`config.mk`:
```
export PLATFORM = sky130hd
export DESIGN_NAME = uart_tx_arbiter
export DESIGN_NICKNAME = d
export VERILOG_FILES = /design/src/rtl/uart_tx_arbiter.sv
export SDC_FILE = /design/constraint.sdc
export NUM_CORES = 1
export LEC_CHECK = 0
export ABC_AREA = 1
export BUFFER_PORTS_ARGS = -buffer_cell sky130_fd_sc_hd__buf_2
export CORE_ASPECT_RATIO = 1.4
export CORE_MARGIN = 2
export CORE_UTILIZATION = 45
export CTS_BUF_LIST = sky130_fd_sc_hd__clkbuf_8
export CTS_CLUSTER_SIZE = 12
export DETAILED_ROUTE_END_ITERATION = 6
export HOLD_SLACK_MARGIN = 0.02
export PLACE_DENSITY = 0.69
export SYNTH_ARGS = -nofsm -noshare
export SYNTH_HDL_FRONTEND = slang
export SYNTH_SLANG_ARGS = --single-unit
```
`constraint.sdc`:
```
create_clock -name clk_100MHz -period 4.1 [get_ports clk_100MHz]
set_input_delay 0.82 -clock clk_100MHz [delete_from_list [all_inputs] [get_ports clk_100MHz]]
set_output_delay 0.82 -clock clk_100MHz [all_outputs]
set_load 0.005 [all_outputs]
```
`src/rtl/uart_tx_arbiter.sv`:
```
`default_nettype none
// ============================================================================
// uart_tx_arbiter: round-robin arbiter feeding one 8N1 UART transmitter.
// Rev 1.0 - initial release
// ============================================================================
module uart_tx_arbiter #(
    parameter int DBITS   = 8,
    parameter int SB_TICK = 16
) (
    input  logic             clk_100MHz,
    input  logic             reset,
    input  logic             tick,
    input  logic             req0_valid,
    input  logic [DBITS-1:0] req0_data,
    output logic             req0_ready,
    input  logic             req1_valid,
    input  logic [DBITS-1:0] req1_data,
    output logic             req1_ready,
    output logic             tx,
    output logic             busy,
    output logic             grant_id,
    output logic             tx_done
);

    localparam int c_TW = (SB_TICK > 1) ? $clog2(SB_TICK) : 1;
    localparam int c_BW = (DBITS > 1) ? $clog2(DBITS) : 1;
    localparam logic [c_TW-1:0] c_TICK_LAST = c_TW'(SB_TICK - 1);
    localparam logic [c_BW-1:0] c_BIT_LAST  = c_BW'(DBITS - 1);

    typedef enum logic [1:0] {
        S_IDLE  = 2'd0,
        S_START = 2'd1,
        S_DATA  = 2'd2,
        S_STOP  = 2'd3
    } state_t;

    state_t            r_state, w_state_nxt;
    logic [c_TW-1:0]   r_tick_cnt, w_tick_cnt_nxt;
    logic [c_BW-1:0]   r_bit_cnt, w_bit_cnt_nxt;
    logic [DBITS-1:0]  r_shift, w_shift_nxt;
    logic              r_last_grant, w_last_grant_nxt;
    logic              r_grant_id, w_grant_id_nxt;
    logic              w_pick1;
    logic              w_tick_last;

    always_ff @(posedge clk_100MHz) begin
        if (reset) begin
            r_state      <= S_IDLE;
            r_tick_cnt   <= '0;
            r_bit_cnt    <= '0;
            r_shift      <= '0;
            r_last_grant <= 1'b1;
            r_grant_id   <= 1'b0;
        end else begin
            r_state      <= w_state_nxt;
            r_tick_cnt   <= w_tick_cnt_nxt;
            r_bit_cnt    <= w_bit_cnt_nxt;
            r_shift      <= w_shift_nxt;
            r_last_grant <= w_last_grant_nxt;
            r_grant_id   <= w_grant_id_nxt;
        end
    end

    always_comb begin
        w_state_nxt      = r_state;
        w_tick_cnt_nxt   = r_tick_cnt;
        w_bit_cnt_nxt    = r_bit_cnt;
        w_shift_nxt      = r_shift;
        w_last_grant_nxt = r_last_grant;
        w_grant_id_nxt   = r_grant_id;
        req0_ready       = 1'b0;
        req1_ready       = 1'b0;
        tx               = 1'b1;
        busy             = 1'b0;
        tx_done          = 1'b0;
        w_tick_last      = tick && (r_tick_cnt == c_TICK_LAST);
        // Requester 1 wins when alone, or on a tie when 0 was served last.
        w_pick1          = req1_valid && (!req0_valid || !r_last_grant);

        case (r_state)
            S_IDLE: begin
                if (req0_valid || req1_valid) begin
                    req0_ready       = !w_pick1;
                    req1_ready       = w_pick1;
                    w_shift_nxt      = w_pick1 ? req1_data : req0_data;
                    w_grant_id_nxt   = w_pick1;
                    w_last_grant_nxt = w_pick1;
                    w_tick_cnt_nxt   = '0;
                    w_state_nxt      = S_START;
                end
            end
            S_START: begin
                tx   = 1'b0;
                busy = 1'b1;
                if (w_tick_last) begin
                    w_tick_cnt_nxt = '0;
                    w_bit_cnt_nxt  = '0;
                    w_state_nxt    = S_DATA;
                end else if (tick) begin
                    w_tick_cnt_nxt = r_tick_cnt + c_TW'(1);
                end
            end
            S_DATA: begin
                tx   = r_shift[0];
                busy = 1'b1;
                if (w_tick_last) begin
                    w_tick_cnt_nxt = '0;
                    w_shift_nxt    = {1'b0, r_shift[DBITS-1:1]};
                    if (r_bit_cnt == c_BIT_LAST) begin
                        w_state_nxt = S_STOP;
                    end else begin
                        w_bit_cnt_nxt = r_bit_cnt + c_BW'(1);
                    end
                end else if (tick) begin
                    w_tick_cnt_nxt = r_tick_cnt + c_TW'(1);
                end
            end
            S_STOP: begin
                busy = 1'b1;
                if (w_tick_last) begin
                    tx_done        = 1'b1;
                    w_tick_cnt_nxt = '0;
                    w_state_nxt    = S_IDLE;
                end else if (tick) begin
                    w_tick_cnt_nxt = r_tick_cnt + c_TW'(1);
                end
            end
            default: begin
                w_state_nxt = S_IDLE;
            end
        endcase

        // Outputs read idle while reset is held so no handshake or done leaks out.
        if (reset) begin
            req0_ready = 1'b0;
            req1_ready = 1'b0;
            tx         = 1'b1;
            busy       = 1'b0;
            tx_done    = 1'b0;
        end
    end

    assign grant_id = r_grant_id;

endmodule
`default_nettype wire

```
* Word level (Yosys, flattened, before mapping)
Cells that the tools add are included.
** Cells by class
- Add/subtract/negate cells :: 2
- Equal/unequal tests :: 12
- Muxes and demuxes :: 31
- Reductions and logical operators :: 16
** Operators with widths (count)
- 8-bit two-way mux :: 3
- 8-bit case mux with 2 select lines :: 1
- 1-bit two-way mux :: 12
- 4-bit two-way mux :: 3
- 2-bit != test (second input constant) :: 6
- 2-bit two-way mux :: 5
- 3-bit two-way mux :: 3
- 2-bit case mux with 4 select lines :: 1
- 4-bit case mux with 2 select lines :: 1
- 3-bit case mux with 2 select lines :: 1
- 5-bit AND reduction :: 1
- 4-bit by 1-bit adder with 4-bit output (second input constant) :: 1
- 2-bit equality test (second input constant) :: 2
- 4-bit equality test (second input constant) :: 1
- 2-bit AND reduction :: 2
- 4-bit AND reduction :: 1
- 2-bit nonzero test :: 2
- 3-bit by 1-bit adder with 3-bit output (second input constant) :: 1
- 3-bit equality test (second input constant) :: 1
- 1-bit zero test :: 3
- 3-bit by 1-bit != test with 1-bit output (second input constant) :: 1
- 3-bit AND reduction :: 1
- 3-bit OR reduction :: 1
- 2-bit by 1-bit equality test with 1-bit output (second input constant) :: 1
- other kinds (4) :: 6
** Storage, ports and cells
- Flip-flop bits (word level) :: 19
- Bits of input ports :: 21
- Output and inout port bits :: 6
- Logic and storage cells :: 67

* Longest topological paths before layout
- Depth in word-level cells :: 7
- Mapped depth :: 10
- Depth with buffers taken out :: 9

* Least setup slack after synthesis
Ideal clock, no wire load.
- Path kind :: in2out
- Start :: input port reset
- End :: output port tx
- Arrival time :: 1333 ps
- Data required time :: 3280 ps
- Path slack :: 1947 ps
- Cell stages on the path :: 4
- Buffers on the path :: 2
- Path through :: buf_2 inv_1 buf_2 nand2_1
** On the way
- Cells in the longest elaborated chain, start to end :: 1
** Ends and longest elaborated chain
- start: declaration :: RTL line 11 : input logic reset,
- 1-bit two-way mux :: RTL line 134 : if (reset) begin
- end: declaration :: RTL line 19 : output logic tx,
No other way between the ends.

* Worst setup path after layout
- Start :: register r_state[0]
- End :: output port tx
** On the way
- Cells in the longest elaborated chain, start to end :: 3
- Elaborated cells on any way between the ends :: 4
- Classes of those cells :: eq/ne (2); mux (2)
** Ends and longest elaborated chain
- start: declaration :: RTL line 37 : state_t r_state, w_state_nxt;
- start signal: assignment :: RTL line 55 : r_state <= w_state_nxt;
- 2-bit equality test or 2-bit by 1-bit equality test with 1-bit output (tied branches) :: RTL line 80 : case (r_state)
- 1-bit case mux with 2 select lines (*) :: RTL line 80
- 1-bit two-way mux (*) :: RTL line 134
Every way passes the cells marked *; elsewhere a longest branch is shown, timed or not.

==> results.json <==
{
  "powerDensity_nw_per_um2": 576,
  "use_met1_pct": 19.3,
  "layout-area-overhead-vs-synth_pct": 13.7,
  "viasPerCell": 4.74,
  "cap_violations": 0,
  "critPathKind": "flip-flop to primary output",
  "power.clock.fraction_pct": 14.9,
  "required_ns": 3.28,
  "period_needed_ns": 2.49,
  "hold_class": "flip-flop to flip-flop",
  "gr-total-overflow": 0,
  "slew_headroom_pct": 71.5,
  "remaining_drc_errors": 0,
  "peakVddDrop_mv": 0.367,
  "syn_area_um2": 1360,
  "r2r-end": "r_state[1]",
  "ant_nets": 0,
  "hold_viol": 0,
  "yosys.area.top_type": "dfxtp_1",
  "hpwlAfterDp_um": 2180,
  "r2r_cells": 10,
  "worst_pin_slew_ns": 0.427,
  "io-pin-count": 27,
  "post_cts_buffers": 0,
  "h-tree-depth": 1,
  "ys_ff_latch": 19,
  "synthCells": 214,
  "post-place-cells": 273,
  "fin_area_um2": 1550,
  "ctsHoldBuffers": 0,
  "dr.first_iter.drc_count": 15,
  "intPower_uw": 490,
  "port_buffers": 26,
  "cts_tree": "yes",
  "ys_types": 22,
  "postCtsResizedCells": 0,
  "mostFrequentLayoutCell": "nand2_1",
  "whs_ns": 0.463,
  "hold_start": "grant_id",
  "final_cell_mix": "nand2_1 (64), nor2_1 (39), inv_1 (26), buf_2 (26), dfxtp_1 (19)",
  "diodes": 0,
  "placed_area_um2": 1500,
  "synthTopCellsByArea": "dfxtp_1 (28%), nand2_1 (18%), nor2_1 (11%), ha_1 (7.3%), inv_1 (7.2%)",
  "final_util_pct": 53.8,
  "die_h_um": 69.1,
  "rows": 23,
  "cts_buffer_depth": 2,
  "cts_root_buf": "clkbuf_8",
  "worstPathArrival_ns": 1.67,
  "outcome": "completed",
  "finalCritPeriodShare_pct": 60.8,
  "path_clk_slew_ns": 0.07,
  "start_util_pct": 47.3,
  "antenna_found_initial": 0,
  "grt_pass1_wl_um": 4970,
  "use_met2_pct": 33.2,
  "p_sw_uw": 402,
  "busiest_layer": "met2",
  "r2r_start": "r_state[0]",
  "drive_above_1_share_pct": 20.4,
  "hold_path_end": "grant_id",
  "cts_made_buffers": 3,
  "setup_tns_ns": 0,
  "grt_max_degree": 23,
  "cp-start-kind": "flip-flop",
  "final_max_slew_viol_count": 0,
  "clock-sinks": 19,
  "place_congestion": 0.815,
  "first_global_vias": 1259,
  "swShare_pct": 45.1,
  "layout.cells.non_filler": 277,
  "max_freq_ghz": 0.401,
  "seq_power_share_pct": 30.8,
  "vias": 1312,
  "die_w_um": 50.5,
  "finalSetupViolCount": 0,
  "p_leak_nw": 0.825,
  "clk_latency_ns": 0.26,
  "yosys_warnings": 0,
  "nets": 270,
  "wl_per_cell_um": 10.2,
  "reg2reg_slack_ns": 2.41,
  "p_comb_share_pct": 54.2,
  "wirelength_um": 2820,
  "grt_usage_pct": 18.0,
  "yosys.area.top_type_share_pct": 27.9,
  "met3_usage_pct": 2.60,
  "die-area_um2": 3490,
  "fin_skew_ns": 0.000971,
  "firstDrtPassIters": 4,
  "endpoint_kind": "primary output",
  "core_um2": 2880,
  "rsz0062_at_grt": "no",
  "crit_fanout": 22,
  "syn-mean-instance-area_um2": 6.37,
  "holdPathStages": 2,
  "syn-num-nets": 243,
  "synth_seq_area_share_pct": 27.9
}
[worst max path at each step]
| stage | start | slack, ns | endpoint | cells past startpoint |
|---|---|---|---|---|
| finish | r_state[0] | 1.61 | tx | 8 |
| detailed placement | req0_valid | 1.63 | req1_ready | 7 |
| global placement | req0_valid | 1.66 | req1_ready | 7 |
| CTS | r_state[0] | 1.60 | tx | 8 |
| floorplan | reset | 1.95 | tx | 4 |
| global route | r_state[0] | 1.48 | tx | 8 |
[cells by family after synthesis]
family | synth area share (%)
simple gates | 45.7
buf+inv | 11.2
flops | 27.9
compound gates | 7.81
fa+ha+maj | 7.35
[per-stage QoR]
stage / power (mW) / setup WS, ns
floorplan: 0.670 / 1.95
global placement: 0.762 / 1.66
detailed placement: 0.763 / 1.63
CTS: 0.901 / 1.60
global route: 0.988 / 1.48
finish: 0.892 / 1.61
[final cells by class]
| class | count | area, um^2 |
|---|---|---|
| Multi-Input combinational cell | 161 | 830 |
| Inverter | 29 | 109 |
| Clock inverter | 1 | 5.00 |
| Sequential cell | 19 | 380 |
| Fill cell | 307 | 1330 |
| Clock buffer | 3 | 41.3 |
| Tap cell | 37 | 46.3 |
| Timing Repair Buffer | 27 | 138 |
[critical path, cell delays in order, from the launching register on]
cell and delay, ns:
dfxtp_1 0.40, inv_1 0.10, ha_1 0.20, buf_4 0.21, inv_2 0.12, nand2_1 0.09
o21ai_0 0.10, nand2_1 0.06, buf_2 0.13
[power by group through the flow]
stage	registers (mW)	clock network [mW]	logic [mW]
2_1_floorplan	0.272	0	0.399
3_3_place_gp	0.279	0	0.483
3_5_place_dp	0.278	0	0.485
4_1_cts	0.275	0.137	0.489
5_1_grt	0.285	0.145	0.558
6_report	0.275	0.133	0.484
[flip-flops by register name, indices dropped and copies added (netlist names)]
name          flops
grant_id          1
r_bit_cnt         3
r_last_grant      1
r_shift           8
r_state           2
r_tick_cnt        4
[cells in the mapped netlist]
master / n
a21oi_1: 4
a21oi_2: 3
a21oi_4: 1
buf_2: 2
buf_6: 3
dfxtp_1: 19
ha_1: 8
inv_1: 26
inv_2: 3
nand2_1: 64
nand2_2: 4
nand2_4: 2
nand3_1: 15
nand3b_1: 10
nand4_1: 1
nor2_1: 39
nor2_4: 1
nor3_1: 3
o21ai_0: 2
o21ai_2: 2
o21ai_4: 1
or2_2: 1
[per-layer routing]
layer / part of all wire (%) / up-vias / wire length (um)
met5: 0 / - / 0
met4: 2.5 / 0 / 69
met3: 1.8 / 7 / 52
met2: 52 / 13 / 1470
met1: 43 / 581 / 1220
li1: - / 711 / -
Power figures use the tool's default switching activity.
